[src/rtl/uart_tx_fifo.sv]
// UART transmitter with an integrated transmit FIFO, per-frame latched format
// (5..DATA_WIDTH data bits, parity, 1/2 stop bits), integer baud divider and break.
module uart_tx_fifo #(
    parameter int DATA_WIDTH = 8,
    parameter int FIFO_DEPTH = 16,
    parameter int DIV_WIDTH  = 16
) (
    input  logic                        clk,
    input  logic                        rst_n,
    input  logic [DIV_WIDTH-1:0]        baud_div,
    input  logic [3:0]                  data_len,
    input  logic [1:0]                  parity_mode,
    input  logic                        stop_bits,
    input  logic                        send_break,
    input  logic [DATA_WIDTH-1:0]       tx_data,
    input  logic                        tx_valid,
    output logic                        tx_ready,
    output logic [$clog2(FIFO_DEPTH):0] fifo_count,
    output logic                        uart_tx,
    output logic                        tx_busy,
    output logic                        tx_done
);
    localparam int AW = $clog2(FIFO_DEPTH);
    localparam int CW = AW + 1;

    localparam logic [2:0] S_IDLE      = 3'd0;
    localparam logic [2:0] S_START     = 3'd1;
    localparam logic [2:0] S_DATA      = 3'd2;
    localparam logic [2:0] S_PARITY    = 3'd3;
    localparam logic [2:0] S_STOP1     = 3'd4;
    localparam logic [2:0] S_STOP2     = 3'd5;
    localparam logic [2:0] S_BREAK     = 3'd6;
    localparam logic [2:0] S_BREAK_END = 3'd7;

    logic [DATA_WIDTH-1:0] r_mem [FIFO_DEPTH];
    logic [AW-1:0]         r_wr_ptr;
    logic [AW-1:0]         r_rd_ptr;
    logic [CW-1:0]         r_count;

    logic [2:0]            r_state;
    logic [DIV_WIDTH-1:0]  r_div_cnt;
    logic [DIV_WIDTH-1:0]  r_baud;
    logic [DATA_WIDTH-1:0] r_shift;
    logic [3:0]            r_len;
    logic [3:0]            r_bit_cnt;
    logic                  r_par_en;
    logic                  r_par_bit;
    logic                  r_stop2;
    logic                  r_tx;

    logic                  w_push;
    logic                  w_pop;
    logic                  w_empty;
    logic [DATA_WIDTH-1:0] w_head;
    logic [DATA_WIDTH-1:0] w_mask;
    logic [DIV_WIDTH-1:0]  w_baud_eff;
    logic [3:0]            w_len_eff;
    logic                  w_par_raw;
    logic                  w_bit_end;
    logic                  w_last_stop;
    logic                  w_frame_end;
    logic                  w_brk_start;

    // Write handshake: a word is accepted on any rising edge where tx_valid and
    // tx_ready are both high; tx_ready depends only on the registered count.
    assign tx_ready   = (r_count < CW'(FIFO_DEPTH));
    assign w_push     = tx_valid && tx_ready;
    assign w_empty    = (r_count == '0);
    assign w_head     = r_mem[r_rd_ptr];
    assign fifo_count = r_count;

    assign w_baud_eff = (baud_div < DIV_WIDTH'(2)) ? DIV_WIDTH'(2) : baud_div;
    assign w_len_eff  = ((data_len < 4'd5) || (int'(data_len) > DATA_WIDTH))
                        ? 4'(DATA_WIDTH) : data_len;

    always_comb begin
        w_mask = '0;
        for (int i = 0; i < DATA_WIDTH; i++)
            w_mask[i] = (i < int'(w_len_eff));
    end

    assign w_par_raw   = ^(w_head & w_mask);
    assign w_bit_end   = (r_div_cnt == '0);
    assign w_last_stop = (r_state == S_STOP2) || ((r_state == S_STOP1) && !r_stop2);
    assign w_frame_end = w_last_stop && w_bit_end;
    assign w_brk_start = (r_state == S_IDLE) && send_break;
    // A pending break blocks the pop, so it wins both at idle and at frame end.
    assign w_pop       = !w_empty && !send_break && ((r_state == S_IDLE) || w_frame_end);

    assign uart_tx = r_tx;
    assign tx_busy = (r_state != S_IDLE);
    assign tx_done = w_frame_end;

    always_ff @(posedge clk) begin
        if (w_push)
            r_mem[r_wr_ptr] <= tx_data;
    end

    always_ff @(posedge clk) begin
        if (!rst_n) begin
            r_wr_ptr <= '0;
            r_rd_ptr <= '0;
            r_count  <= '0;
        end else begin
            if (w_push)
                r_wr_ptr <= r_wr_ptr + AW'(1);
            if (w_pop)
                r_rd_ptr <= r_rd_ptr + AW'(1);
            case ({w_push, w_pop})
                2'b10:   r_count <= r_count + CW'(1);
                2'b01:   r_count <= r_count - CW'(1);
                default: r_count <= r_count;
            endcase
        end
    end

    always_ff @(posedge clk) begin
        if (!rst_n) begin
            r_state   <= S_IDLE;
            r_tx      <= 1'b1;
            r_div_cnt <= '0;
            r_baud    <= DIV_WIDTH'(2);
            r_shift   <= '0;
            r_len     <= 4'(DATA_WIDTH);
            r_bit_cnt <= '0;
            r_par_en  <= 1'b0;
            r_par_bit <= 1'b0;
            r_stop2   <= 1'b0;
        end else begin
            // Divider holds at zero once expired, which is what lets BREAK
            // stretch past its minimum bit time until send_break drops.
            if (!w_bit_end)
                r_div_cnt <= r_div_cnt - DIV_WIDTH'(1);

            if (w_pop) begin
                r_shift  <= w_head;
                r_len    <= w_len_eff;
                r_par_en <= (parity_mode != 2'd0);
                r_stop2  <= stop_bits;
                case (parity_mode)
                    2'd1:    r_par_bit <= w_par_raw;
                    2'd2:    r_par_bit <= ~w_par_raw;
                    default: r_par_bit <= 1'b1;
                endcase
            end
            if (w_pop || w_brk_start)
                r_baud <= w_baud_eff;

            if (w_pop) begin
                r_state   <= S_START;
                r_tx      <= 1'b0;
                r_div_cnt <= w_baud_eff - DIV_WIDTH'(1);
            end else if (w_brk_start) begin
                r_state   <= S_BREAK;
                r_tx      <= 1'b0;
                r_div_cnt <= w_baud_eff - DIV_WIDTH'(1);
            end else if (w_bit_end) begin
                case (r_state)
                    S_START: begin
                        r_state   <= S_DATA;
                        r_tx      <= r_shift[0];
                        r_shift   <= r_shift >> 1;
                        r_bit_cnt <= 4'd1;
                        r_div_cnt <= r_baud - DIV_WIDTH'(1);
                    end
                    S_DATA: begin
                        r_div_cnt <= r_baud - DIV_WIDTH'(1);
                        if (r_bit_cnt >= r_len) begin
                            r_state <= r_par_en ? S_PARITY : S_STOP1;
                            r_tx    <= r_par_en ? r_par_bit : 1'b1;
                        end else begin
                            r_tx      <= r_shift[0];
                            r_shift   <= r_shift >> 1;
                            r_bit_cnt <= r_bit_cnt + 4'd1;
                        end
                    end
                    S_PARITY: begin
                        r_state   <= S_STOP1;
                        r_tx      <= 1'b1;
                        r_div_cnt <= r_baud - DIV_WIDTH'(1);
                    end
                    S_STOP1: begin
                        r_tx <= 1'b1;
                        if (r_stop2) begin
                            r_state   <= S_STOP2;
                            r_div_cnt <= r_baud - DIV_WIDTH'(1);
                        end else begin
                            r_state <= S_IDLE;
                        end
                    end
                    S_STOP2: begin
                        r_state <= S_IDLE;
                        r_tx    <= 1'b1;
                    end
                    S_BREAK: begin
                        if (!send_break) begin
                            r_state   <= S_BREAK_END;
                            r_tx      <= 1'b1;
                            r_div_cnt <= r_baud - DIV_WIDTH'(1);
                        end
                    end
                    S_BREAK_END: begin
                        r_state <= S_IDLE;
                        r_tx    <= 1'b1;
                    end
                    default: begin
                        r_state <= S_IDLE;
                        r_tx    <= 1'b1;
                    end
                endcase
            end
        end
    end
endmodule

[config.mk]
export PLATFORM = sky130hd
export DESIGN_NAME = uart_tx_fifo
export DESIGN_NICKNAME = d
export VERILOG_FILES = /design/src/rtl/uart_tx_fifo.sv
export SDC_FILE = /design/constraint.sdc
export NUM_CORES = 1
export LEC_CHECK = 0
export BUFFER_PORTS_ARGS = -buffer_cell sky130_fd_sc_hd__buf_2
export CAP_MARGIN = 10
export CORE_UTILIZATION = 50
export CTS_BUF_LIST = sky130_fd_sc_hd__clkbuf_16
export DETAILED_ROUTE_END_ITERATION = 7
export PLACE_DENSITY = 0.71
export REMOVE_ABC_BUFFERS = 1
export SYNTH_ARGS = -nofsm -noshare
export SYNTH_HDL_FRONTEND = slang
export SYNTH_SLANG_ARGS = --single-unit
[constraint.sdc]
create_clock -name clk -period 4 [get_ports clk]
set_input_delay 0.4 -clock clk [delete_from_list [all_inputs] [get_ports clk]]
set_output_delay 0.4 -clock clk [all_outputs]
set_load 0.005 [all_outputs]
==> flow_metrics.env, run 1 <==
export IMPL_status="finished clean"
export IMPL_hold_depth=3
export IMPL_power_density_nw_per_um2=663
export IMPL_synthMuxAreaShare_pct=9.66
export IMPL_clkLatencyLatePin_ps=440
export IMPL_yosys_area_share_simple_pct=13.5
export IMPL_std_cell_rows=49
export IMPL_syn_inst=763
export IMPL_postCtsSetupBuffers=0
export IMPL_initial_core_util_pct=51.1
export IMPL_cts_resized=0
export IMPL_crit_required_ps=4370
export IMPL_drive_gt1_share_pct=16.9
export IMPL_place_hpwl_um=12800
export IMPL_grt_pass1_wl_um=29900
export IMPL_die_area_um2=18900
export IMPL_rrSetupSlack_ps=450
export IMPL_ys_seq_area_share_pct=57.6
export IMPL_numCtsBuffers=17
export IMPL_drcViolationCount=0
export IMPL_nNetsFinal=856
export IMPL_synth_top_area_cell="edfxtp_1"
export IMPL_antennaDiodeCount=0
export IMPL_vias=6038
export IMPL_min_to="r_stop2"
export IMPL_synth_adder_area_share_pct=2.95
export IMPL_yosys_top_cells_area="edfxtp_1, dfxtp_1, mux4_2"
export IMPL_period_share_pct=88.8
export IMPL_maxCapViolCount=0
export IMPL_r2r_start="r_div_cnt[0]"
export IMPL_ios=44
export IMPL_fillers=1452
export IMPL_holdBufCountCts=0
export IMPL_drt_iter0_drc=383
export IMPL_syn_avg_cell_area_um2=12.0
export IMPL_multi_input_area_um2=3600
export IMPL_rr_worst_depth=16
export IMPL_crit_arrival_ps=3920
export IMPL_htreeDepth=4
export IMPL_track_usage_pct=21.3
export IMPL_routed_wl_um=18800
export IMPL_max_freq_mhz=282
export IMPL_io_buffers=43
export IMPL_rsz0062_at_grt="no"
export IMPL_ff_latch_area_um2=5290
export IMPL_ys_warn_count=0
export IMPL_fin_tns_setup_ps=0
export IMPL_fin_util_pct=57.0
export IMPL_crit_type="flop to flop"
export IMPL_fin_skew_ps=8.99
export IMPL_wl_per_cell_um=18.1
export IMPL_syn_to_final_growth_pct=11.6
export IMPL_p_leak_nw=3.58
export IMPL_dpl_cell_count=1010
export IMPL_cts_sinks=200
export IMPL_synth_cell_type_count=58
export IMPL_peakVddDrop_mv=0.459
export IMPL_endpoint_kind="flop"
export IMPL_cts_tree="built"
export IMPL_synth_edf_count=128
export IMPL_grt_max_degree=38
export IMPL_synth_xor_area_share_pct=5.31
export IMPL_min_from="stop_bits"
export IMPL_ys_seq_elements=200
export IMPL_slew_violations=0
export IMPL_hold_viol=0
export IMPL_worstHoldPathType="input pin to flop"
export IMPL_period_needed_ps=3550
export IMPL_crit_fanout=7
export IMPL_firstDrtPassIters=5
export IMPL_clock_path_buffers=2
export IMPL_place_gp_congestion=0.840
export IMPL_setup_viol=0
export IMPL_viasPerCell=5.79
export IMPL_grt_pass1_vias=5837
export IMPL_cts_root_buffer_cell="clkbuf_16"
export IMPL_async_flop_share_pct=0
export IMPL_max_slew_margin_rel_pct=39.4
export IMPL_synth_ff_type="edfxtp_1"
export IMPL_overflow=0
export IMPL_clk_pin_slew_ps=80
export IMPL_tightestPinTransition_ps=905
export IMPL_die_w_um=137
export IMPL_syn_cell_area_um2=9170
export IMPL_antenna_found_initial=0
export IMPL_synth_compound_area_share_pct=7.90
export IMPL_reg2reg_to="fifo_count[4]"
export IMPL_fin_cells=1042
export IMPL_drtAntennaViolNets=0
export IMPL_synth_top_family_by_area="simple AND/OR/NAND/NOR gates"
export IMPL_cp_start_kind="flop"
export IMPL_core_um2=18000
export IMPL_synthDominantCellAreaShare_pct=41.9
export IMPL_fp_dieH_um=137
layout make-up:
class / instances / share of cell area, %
clock inverter: 15 / 2.02
inverter: 26 / 0.954
multi-input combinational: 499 / 35.2
timing repair buffer: 56 / 3.18
tap: 229 / 2.80
sequential: 200 / 51.7
clock buffer: 17 / 4.16
flip-flops by register name (all words and copies together) (netlist names), 3 cells and up, named ones only:
name        cells
r_baud         16
r_state         3
r_mem         128
r_len           4
r_wr_ptr        4
r_rd_ptr        4
r_div_cnt      16
r_shift         8
r_bit_cnt       4
fifo_count      5
where the power goes:
group | switching [mW] | internal, mW | total [mW]
registers | 0.283 | 2.46 | 2.75
clock network | 0.910 | 0.878 | 1.79
logic | 1.23 | 1.03 | 2.26
total | 2.42 | 4.37 | 6.79
synth_stat cells (3+ instances only):
cell      instances
edfxtp_1        128
mux2i_1          12
nand3_1          17
xor2_1           26
a211oi_1         17
buf_6             3
dfxtp_1          72
a21oi_1          40
nor4_1            9
a31oi_1           3
nand3b_1          3
o21ai_0          23
or3_1             6
nand2_1          79
clkbuf_1         20
xnor2_1          27
a22oi_1           6
nor3_1           20
and3_1            6
mux4_2           33
inv_1            25
nor2b_1           8
a21o_1            5
o21a_1            3
ha_1             20
o211ai_1          8
nor2_1           82
nand2b_1          9
or4_1             6
buf_2            12
worst max-delay path: stages (launching register included):
cell,delay (ps)
dfxtp_1,320
inv_1,80
ha_1,200
or3b_2,480
nor4_4,310
nand3_1,200
a21o_1,240
inv_2,60
ha_1,210
inv_1,110
fa_1,420
inv_1,70
a21o_1,110
a21oi_1,80
xnor2_1,140
or3_1,310
a21oi_1,140
how the worst max path moves through the flow:
stage | start | end | slack, ps
2_1_floorplan | r_div_cnt[0] | fifo_count[4] | 420
5_1_grt | r_div_cnt[0] | fifo_count[4] | 220
4_1_cts | r_div_cnt[0] | fifo_count[4] | 460
3_5_place_dp | r_div_cnt[0] | fifo_count[4] | 470
6_report | r_div_cnt[0] | fifo_count[4] | 450
3_3_place_gp | r_div_cnt[0] | fifo_count[4] | 660
layout by cell type, fill, tap and decap left out, types with 9 or more instances in the layout:
cell type  count
edfxtp_1     128
nand2b_1       9
clkbuf_16     17
inv_1         24
buf_4         12
o21ai_0       23
xnor2_1       27
a211oi_1      17
nand3_1       17
ha_1          20
buf_2         43
a21oi_1       40
xor2_1        26
nor2_1        82
nand2_1       79
mux4_2        33
mux2i_1       12
nor4_1         9
dfxtp_1       71
nor3_1        20
per-layer routing:
layer  vias to the layer above  part of all wire (%)  GRT usage (%)
met5                         -                     0              0
met4                         0                   1.5           7.45
met3                        24                   5.6           3.38
met2                       187                    50           36.0
met1                      2962                    43           27.9
li1                       2865                     -              -
through the flow:
step           power, mW  worst slack [ps]  hold WS [ps]  cell area (um2)
2_1_floorplan       4.39               417           432             8990
3_3_place_gp        4.94               656           446             9600
3_5_place_dp        5.01               472           450             9600
4_1_cts             6.79               462           206            10200
5_1_grt             7.18               215           228            10200
6_report            6.79               448           215            10200
logic make-up after synthesis:
kind of cell               after synthesis
DFF                                    200
xor gates and xnor gates                54
adders and majority gates               21
buffers and inverters                   64
AOI/OAI and AO/OA                      116
and+or+nand+nor                        261
muxes                                   47
No activity file was read; power rests on OpenSTA's default activity.
==> inputs of run 2 (changes only) <==
clock period = 3.5 ns   (was 4 ns; I/O delays follow)
==> flow_metrics.env, run 2 (synthesis gave the netlist of run 1 again) <==
export IMPL_worstHoldPathType="input pin to flop"
export IMPL_drtAntennaViolNets=0
export IMPL_clkLatencyLatePin_ps=430
export IMPL_crit_family="simple AND/OR/NAND/NOR gates"
export IMPL_switching_power_mw=2.75
export IMPL_drt_iter0_drc=418
export IMPL_regMostFlops="r_mem"
export IMPL_peakVddDrop_mv=0.515
export IMPL_fp_dieH_um=137
export IMPL_place_hpwl_um=13000
export IMPL_cts_tree="built"
export IMPL_cts_sinks=200
export IMPL_syn_to_final_growth_pct=12.3
export IMPL_wl_per_cell_um=18.4
export IMPL_initial_core_util_pct=51.1
export IMPL_overflow=0
export IMPL_cts_root_buffer_cell="clkbuf_16"
export IMPL_rsz0062_at_grt="no"
export IMPL_fillers=1422
export IMPL_largest_register_ffs=128
export IMPL_grt_max_degree=37
export IMPL_die_w_um=137
export IMPL_slowest_stage="or3b_2"
export IMPL_nNetsFinal=861
export IMPL_slowest_delay_ps=470
export IMPL_std_cell_rows=49
export IMPL_crit_required_ps=3870
export IMPL_power_density_nw_per_um2=760
export IMPL_period_needed_ps=3300
export IMPL_antenna_found_initial=1
export IMPL_status="finished clean"
export IMPL_power_total_mw=7.83
export IMPL_internal_power_mw=5.07
export IMPL_numCtsBuffers=17
export IMPL_setup_viol=0
export IMPL_drcViolationCount=0
export IMPL_crit_fanout=4
export IMPL_clk_pin_slew_ps=80
export IMPL_die_area_um2=18900
export IMPL_ios=44
export IMPL_viasPerCell=5.81
export IMPL_final_common_cell="edfxtp_1"
export IMPL_track_usage_pct=21.6
export IMPL_worst_path_buf_inv=4
export IMPL_cp_start_kind="flop"
export IMPL_maxCapViolCount=0
export IMPL_routed_wl_um=19300
export IMPL_clock_path_buffers=2
export IMPL_swShare_pct=35.2
export IMPL_endpoint_kind="flop"
export IMPL_crit_top_cell="inv_1"
export IMPL_reg_top3="r_mem (128), r_baud (16), r_div_cnt (16)"
export IMPL_htreeDepth=4
export IMPL_max_slew_margin_rel_pct=39.9
export IMPL_crit_path_cell_trace="inv_1, ha_2, or3b_2, nor4_4, nand3_2, a21o_1, inv_2, ha_2, inv_1, fa_2, inv_1, a21o_1, a21oi_1, xnor2_1, or3_1, a21oi_1"
export IMPL_drive_gt1_share_pct=17.8
export IMPL_place_gp_congestion=0.867
export IMPL_max_freq_mhz=303
export IMPL_grt_pass1_wl_um=30100
export IMPL_antennaDiodeCount=0
export IMPL_clkPwrFrac_pct=26.1
export IMPL_io_buffers=43
export IMPL_firstDrtPassIters=5
export IMPL_grt_pass1_vias=5923
export IMPL_period_share_pct=94.2
export IMPL_p_leak_nw=3.61
export IMPL_core_um2=18000
export IMPL_sequentialPowerShare_pct=39.9
export IMPL_fin_skew_ps=9.83
export IMPL_vias=6086
export IMPL_slew_violations=0
export IMPL_hold_viol=0
export IMPL_fin_util_pct=57.3
export IMPL_final_cell_mix="edfxtp_1, nor2_1, nand2_1, dfxtp_1, buf_2"
export IMPL_crit_arrival_ps=3660
export IMPL_combPwrFrac_pct=34.0
export IMPL_crit_type="flop to flop"
export IMPL_tightestPinTransition_ps=898
-- run 2: per-stage QoR --
| stage | setup WS, ps | std cells | area [um2] | TNS [ps] | hold slack, ps |
|---|---|---|---|---|---|
| floorplan | -83.4 | 725 | 8990 | -83.4 | 412 |
| global route | 46.9 | 1047 | 10300 | 0 | 164 |
| global placement | 292 | 1014 | 9640 | 0 | 447 |
| CTS | 138 | 1046 | 10300 | 0 | 146 |
| detailed placement | 161 | 1014 | 9640 | 0 | 448 |
| finish | 204 | 1047 | 10300 | 0 | 162 |
-- run 2: worst min-delay path, delay by kind of cell --
family                 cells  cell delay (ps)
AO/OA/AOI/OAI              1               50
AND/OR/NAND/NOR            1               50
buffers and inverters      1               90
-- run 2: power by group through the flow --
stage / clock network (mW) / logic [mW] / registers (mW)
6_report: 2.04 / 2.66 / 3.12
5_1_grt: 2.18 / 2.95 / 3.16
4_1_cts: 2.08 / 2.66 / 3.11
3_5_place_dp: 0 / 2.62 / 3.16
3_3_place_gp: 0 / 2.53 / 3.14
2_1_floorplan: 0 / 1.86 / 3.17
-- run 2: final cells by class --
type / count / area [um2] / share of cell area [%]
clock inverter: 15 / 206 / 2.01
sequential: 200 / 5290 / 51.3
multi-input combinational: 499 / 3620 / 35.1
inverter: 26 / 97.6 / 0.948
clock buffer: 17 / 425 / 4.13
timing repair buffer: 61 / 375 / 3.65
tap: 229 / 287 / 2.78
-- run 2: path summary, 6_finish.rpt --
path / start / end / slack (ps) / depth (start not counted)
worst max-delay path: r_div_cnt[0] / fifo_count[4] / 200 / 16
worst min-delay path: stop_bits / r_stop2 / 160 / 3
worst max register to register: r_div_cnt[0] / fifo_count[4] / 200 / 16
worst min register to register: r_len[1] / r_len[1] / 460 / 2
-- run 2: layer usage --
layer	vias to the layer above	global-route usage [%]	routed length, um
met5	-	0	10
met4	2	6.72	330
met3	29	4.82	931
met2	183	37.7	9920
met1	3001	26.5	8110
li1	2871	-	-
-- run 2: timing repair --
| item | 4_1_cts | 5_1_grt |
|---|---|---|
| hold buffers | 0 | 0 |
| endpoints found under the hold margin | 0 | 0 |
| buffers inserted | 0 | 1 |
| gates resized for setup | 0 | 4 |
| endpoints found under the setup margin | 0 | 1 |
